===== src/rtl/seg_scan_driver_if.sv =====
// Bundles the load/control inputs and the registered display drives of
// seg_scan_driver; master is the CPU-side driver, slave is the display block.
interface seg_scan_driver_if;
    logic        en;
    logic [15:0] value;
    logic        value_valid;
    logic        blank_lz;
    logic [3:0]  dp_mask;
    logic [6:0]  display_atog;
    logic        display_dp;
    logic [3:0]  display_an;
    logic        frame_sync;

    modport master (
        output en, value, value_valid, blank_lz, dp_mask,
        input  display_atog, display_dp, display_an, frame_sync
    );

    modport slave (
        input  en, value, value_valid, blank_lz, dp_mask,
        output display_atog, display_dp, display_an, frame_sync
    );
endinterface


===== src/rtl/seg_scan_driver.sv =====
// Four-digit multiplexed seven-segment scanner with a frame-aligned shadow
// register, leading-zero blanking and registered active-low drives.
module seg_scan_driver #(
    parameter int unsigned REFRESH_DIV = 50_000
) (
    input logic             clock,
    input logic             reset,
    seg_scan_driver_if.slave bus
);
    localparam int unsigned PW = (REFRESH_DIV > 1) ? $clog2(REFRESH_DIV) : 1;

    logic [PW-1:0] pcnt_q, pcnt_d;
    logic [1:0]    idx_q, idx_d;
    logic [15:0]   shadow_q, shadow_d;
    logic [15:0]   pending_q, pending_d;
    logic          pend_v_q, pend_v_d;
    logic          xfer_q, xfer_d;
    logic [6:0]    atog_q, atog_d;
    logic          dp_q, dp_d;
    logic [3:0]    an_q, an_d;
    logic          fsync_q, fsync_d;

    logic          tick;
    logic          boundary;
    logic [3:0]    nib;
    logic          blank;
    logic          zero3, zero2, zero1;
    logic [6:0]    seg;

    assign tick     = (pcnt_q == PW'(REFRESH_DIV - 1));
    assign boundary = tick && (idx_q == 2'd3);

    // Scan counters and load/shadow path
    always_comb begin
        pcnt_d    = tick ? '0 : pcnt_q + PW'(1);
        idx_d     = tick ? idx_q + 2'd1 : idx_q;
        shadow_d  = shadow_q;
        pending_d = pending_q;
        pend_v_d  = pend_v_q;
        xfer_d    = 1'b0;
        if (boundary) begin
            if (bus.value_valid) begin
                shadow_d = bus.value;
                xfer_d   = 1'b1;
            end else if (pend_v_q) begin
                shadow_d = pending_q;
                xfer_d   = 1'b1;
            end
            pend_v_d = 1'b0;
        end else if (bus.value_valid) begin
            pending_d = bus.value;
            pend_v_d  = 1'b1;
        end
    end

    // Digit select, blanking and decode feeding the output registers
    always_comb begin
        nib   = 4'(shadow_q >> {idx_q, 2'b00});
        zero3 = (shadow_q[15:12] == 4'h0);
        zero2 = zero3 && (shadow_q[11:8] == 4'h0);
        zero1 = zero2 && (shadow_q[7:4] == 4'h0);
        blank = 1'b0;
        case (idx_q)
            2'd3:    blank = bus.blank_lz && zero3;
            2'd2:    blank = bus.blank_lz && zero2;
            2'd1:    blank = bus.blank_lz && zero1;
            default: blank = 1'b0;
        endcase
        seg = 7'b1111111;
        case (nib)
            4'h0: seg = 7'b0000001;
            4'h1: seg = 7'b1001111;
            4'h2: seg = 7'b0010010;
            4'h3: seg = 7'b0000110;
            4'h4: seg = 7'b1001100;
            4'h5: seg = 7'b0100100;
            4'h6: seg = 7'b0100000;
            4'h7: seg = 7'b0001111;
            4'h8: seg = 7'b0000000;
            4'h9: seg = 7'b0000100;
            4'hA: seg = 7'b0001000;
            4'hB: seg = 7'b1100000;
            4'hC: seg = 7'b0110001;
            4'hD: seg = 7'b1000010;
            4'hE: seg = 7'b0110000;
            4'hF: seg = 7'b0111000;
            default: seg = 7'b1111111;
        endcase
        an_d    = bus.en ? ~(4'b0001 << idx_q) : 4'b1111;
        atog_d  = (bus.en && !blank) ? seg : 7'b1111111;
        dp_d    = bus.en ? ~bus.dp_mask[idx_q] : 1'b1;
        // frame_sync is delayed one stage so it lines up with digit 0 of the new shadow
        fsync_d = xfer_q;
    end

    always_ff @(posedge clock) begin
        if (reset) begin
            pcnt_q    <= '0;
            idx_q     <= '0;
            shadow_q  <= '0;
            pending_q <= '0;
            pend_v_q  <= 1'b0;
            xfer_q    <= 1'b0;
            an_q      <= '1;
            atog_q    <= '1;
            dp_q      <= 1'b1;
            fsync_q   <= 1'b0;
        end else begin
            pcnt_q    <= pcnt_d;
            idx_q     <= idx_d;
            shadow_q  <= shadow_d;
            pending_q <= pending_d;
            pend_v_q  <= pend_v_d;
            xfer_q    <= xfer_d;
            an_q      <= an_d;
            atog_q    <= atog_d;
            dp_q      <= dp_d;
            fsync_q   <= fsync_d;
        end
    end

    assign bus.display_an   = an_q;
    assign bus.display_atog = atog_q;
    assign bus.display_dp   = dp_q;
    assign bus.frame_sync   = fsync_q;
endmodule


===== src/flat_wrapper.sv =====
// flat-port wrapper written by rule: the top's interface ports become plain ports
module seg_scan_driver_flat 
#(
    parameter int unsigned REFRESH_DIV = 50_000
)
  (clock, reset, bus_en, bus_value, bus_value_valid, bus_blank_lz, bus_dp_mask, bus_display_atog, bus_display_dp, bus_display_an, bus_frame_sync);
  seg_scan_driver_if bus_i ();
  input logic clock;
  input logic reset;
  input wire logic [$bits(bus_i.en)-1:0] bus_en;
  input wire logic [$bits(bus_i.value)-1:0] bus_value;
  input wire logic [$bits(bus_i.value_valid)-1:0] bus_value_valid;
  input wire logic [$bits(bus_i.blank_lz)-1:0] bus_blank_lz;
  input wire logic [$bits(bus_i.dp_mask)-1:0] bus_dp_mask;
  output wire logic [$bits(bus_i.display_atog)-1:0] bus_display_atog;
  output wire logic [$bits(bus_i.display_dp)-1:0] bus_display_dp;
  output wire logic [$bits(bus_i.display_an)-1:0] bus_display_an;
  output wire logic [$bits(bus_i.frame_sync)-1:0] bus_frame_sync;
  assign bus_i.en = bus_en;
  assign bus_i.value = bus_value;
  assign bus_i.value_valid = bus_value_valid;
  assign bus_i.blank_lz = bus_blank_lz;
  assign bus_i.dp_mask = bus_dp_mask;
  assign bus_display_atog = bus_i.display_atog;
  assign bus_display_dp = bus_i.display_dp;
  assign bus_display_an = bus_i.display_an;
  assign bus_frame_sync = bus_i.frame_sync;
  seg_scan_driver #(.REFRESH_DIV(REFRESH_DIV)) u_core (.clock(clock), .reset(reset), .bus(bus_i));
endmodule

===== config.mk =====
export PLATFORM = sky130hd
export DESIGN_NAME = seg_scan_driver_flat
export DESIGN_NICKNAME = d
export VERILOG_FILES = /design/src/rtl/seg_scan_driver_if.sv /design/src/rtl/seg_scan_driver.sv /design/src/flat_wrapper.sv
export SDC_FILE = /design/constraint.sdc
export NUM_CORES = 1
export LEC_CHECK = 0
export CORE_UTILIZATION = 56
export DETAILED_ROUTE_END_ITERATION = 10
export GPL_TIMING_DRIVEN = 0
export HOLD_SLACK_MARGIN = 0.05
export PLACE_DENSITY_LB_ADDON = 0.1
export SETUP_SLACK_MARGIN = 0.1
export SLEW_MARGIN = 10
export SYNTH_ARGS = -nofsm -noshare
export SYNTH_HDL_FRONTEND = slang
export SYNTH_SLANG_ARGS = --single-unit

===== constraint.sdc =====
create_clock -name clock -period 2.77 [get_ports clock]
set_clock_uncertainty 0.05 [all_clocks]
set_input_delay 0.554 -clock clock [delete_from_list [all_inputs] [get_ports clock]]
set_output_delay 0.554 -clock clock [all_outputs]
set_load 0.05 [all_outputs]

==> impl_metrics.ini <==
[synthesis]
ys_ff_latch = 65
yosysSeqAreaShare_pct = 39.82
yosysTopAreaCellShare_pct = 39.82
synthMostInstantiatedCell = dfxtp_1
syn-instance-count = 330
synth_cell_types = 44
ys_async_sr_fraction_pct = 0
yosysTopAreaCell = dfxtp_1
synth_area_leaders = dfxtp_1, mux2i_1, nand2b_1
synth_flop_cell = dfxtp_1
synth.net_count = 366
netlist_area_sq_um = 3268
syn_avg_cell_area_sq_um = 9.903
synth_edf_count = 0
yosysWarnings = 0
synthTopCellsByCount = dfxtp_1, mux2i_1, nand2b_1, nor2_1, a21oi_1

[grt]
grt_use_total_pct = 23.85
grt_pass1_vias = 2377
use_met1_pct = 31.28
busiest_layer = met2
antenna_found_initial = 0
grtUsageMet3_pct = 3.721
grt_pass1_wl_mm = 11.19
overflow = 0
grtUsageMet2_pct = 37.98
grt_max_degree = 12

[pwr]
ir_worst_vdd_v = 0.0004958
total_power_w = 0.002142
p_leak_nw = 1.456
power.density_nw_per_um2 = 540.6

[route]
route.antenna.remaining_nets = 0
drc = 0
via_count = 2500
drtPass1Iterations = 4
viasPerCell = 5.507
wl_per_cell_microns = 14.71
wl_mm = 6.677
drt-initial-drc-count = 107

[cts]
clockRootBuffer = clkbuf_8
clock_latency_ns = 0.35
cts_setup_buffers = 0
clk_pin_slew_worst_paths_ns = 0.07
cts_resized = 0
clockBufferDepth = 2
htreeDepth = 3
ctsHoldBuffers = 0
cts_tree = yes
clock-sinks = 65
cts_made_buffers = 9

[worst_setup_path]
worstPathArrival_ns = 2.44
rr_endpoint = u_core.bus.display_atog[2]
reg2reg_slack_ns = 0.46
rr_startpoint = u_core.idx_q[1]
crit_fanout = 10
crit_start = u_core.idx_q[1]
cp-end-kind = register
crit_type = reg -> reg
worstRegToRegCells = 6
endpoint = u_core.bus.display_atog[2]
worstPathRequired_ns = 2.90
startpoint_type = register

[sta]
fin_setup_tns_ns = 0
fmax_ghz = 0.4335
timing.final.hold_violations = 0
period_share_pct = 83.27
tightest_slew_ns = 0.7530
finalSetupViolations = 0
grt_setup_unrepaired = false
timing.final.max_slew_violations = 0
post-route-min-period_ns = 2.307
max-slew-margin-rel_pct = 49.80
layout_setup_ws_ns = 0.4634

[flow_run]
cap_viol_max_count = 0

[floorplan]
start_util_pct = 58.63
die-width_microns = 78.40
rows = 27
die_h_microns = 78.40
ios = 38
coreArea_sq_um = 5574
dieArea_sq_um = 6146

[finish]
fillers = 426
area_delta_synth_final_pct = 21.25
finish.utilization_pct = 71.09
diodes = 0
final_cell_area_sq_um = 3963
register_area_sq_um = 1301
drive_above_1_share_pct = 11.78
nets = 413
multi_input_area_sq_um = 1784

[worst_hold_path]
hp-class = reg -> reg

[place]
portBuffers = 36
pre_cts_ws_ns = 0.09376
dpl_cell_area_sq_um = 3719
place_hpwl_mm = 4.645
gp_congestion = 0.8318

[outcome]
status = completed
-- state kept, by name, summed over array words and instances, names as in the netlist --
register                 cells
u_core.idx_q                 2
u_core.pend_v_q              1
u_core.bus.display_dp        1
u_core.shadow_q             16
u_core.bus.display_an        4
u_core.bus.frame_sync        1
u_core.pcnt_q               16
u_core.pending_q            16
u_core.bus.display_atog      7
u_core.fsync_d               1
-- worst min-delay path by stage --
stage | cells after the start | endpoint | from
after floorplan | 1 | u_core.bus.frame_sync | u_core.fsync_d
after global placement | 1 | u_core.bus.frame_sync | u_core.fsync_d
after detailed placement | 1 | u_core.bus.frame_sync | u_core.fsync_d
after CTS | 1 | u_core.bus.frame_sync | u_core.fsync_d
after global routing | 1 | u_core.bus.frame_sync | u_core.fsync_d
final | 1 | u_core.bus.frame_sync | u_core.fsync_d
-- placed cells by master, fill, tap and decap left out, types with 8 or more instances in the layout --
cell type,count
a211oi_1,11
a21oi_1,18
clkbuf_1,12
clkbuf_8,10
clkdlybuf4s50_1,36
dfxtp_1,65
ha_1,11
inv_1,8
mux2i_1,38
nand2_1,15
nand2b_1,35
nand3_1,10
nor2_1,22
xnor2_1,9
-- cells by family (layout without fill, tap and decap cells) --
| group | count (synthesis) | count (layout) | synth area share, % |
|---|---|---|---|
| simple gates | 113 | 113 | 19.26 |
| flops | 65 | 65 | 39.82 |
| compound gates | 53 | 53 | 11.95 |
| mux | 44 | 44 | 15.43 |
| buf+inv | 30 | 82 | 5.589 |
| xor+xnor | 14 | 14 | 3.752 |
| fa+ha+maj | 11 | 11 | 4.211 |
-- critical path, cell delays in order (launching register included) --
cell,delay (ns)
dfxtp_1,0.40
clkbuf_1,0.46
inv_1,0.14
ha_1,0.33
o31ai_1,0.08
a31oi_1,0.45
o221ai_1,0.24
-- metrics by stage --
stage / hold WS (ns) / std cells
CTS: 0.4103 / 454
detailed placement: 0.3948 / 438
finish: 0.4082 / 454
global route: 0.4348 / 454
floorplan: 0.3638 / 330
global placement: 0.3997 / 438
-- final cells by class --
| type | count | share of cell area, % |
|---|---|---|
| Inverter | 8 | 0.7578 |
| Tap cell | 72 | 2.273 |
| Clock inverter | 5 | 2.589 |
| Buffer | 22 | 3.852 |
| Multi-Input combinational cell | 235 | 45.03 |
| Timing Repair Buffer | 36 | 9.094 |
| Clock buffer | 11 | 3.568 |
| Sequential cell | 65 | 32.84 |
-- metal layers --
| layer | up-vias | wire length (microns) |
|---|---|---|
| met4 | 0 | 149 |
| met3 | 15 | 270 |
| met1 | 1170 | 3202 |
| met2 | 64 | 3055 |
| li1 | 1251 | - |
| met5 | - | 0 |
-- where the power goes --
| part | leakage, nW | internal (W) | total (W) | switching, W |
|---|---|---|---|---|
| Combinational | 0.806 | 0.0000860 | 0.000172 | 0.0000862 |
| Sequential | 0.530 | 0.000959 | 0.000972 | 0.0000127 |
| Clock | 0.120 | 0.000621 | 0.000998 | 0.000377 |
| Total | 1.46 | 0.00167 | 0.00214 | 0.000476 |
Note: power is estimated with default switching activity, not from simulation.
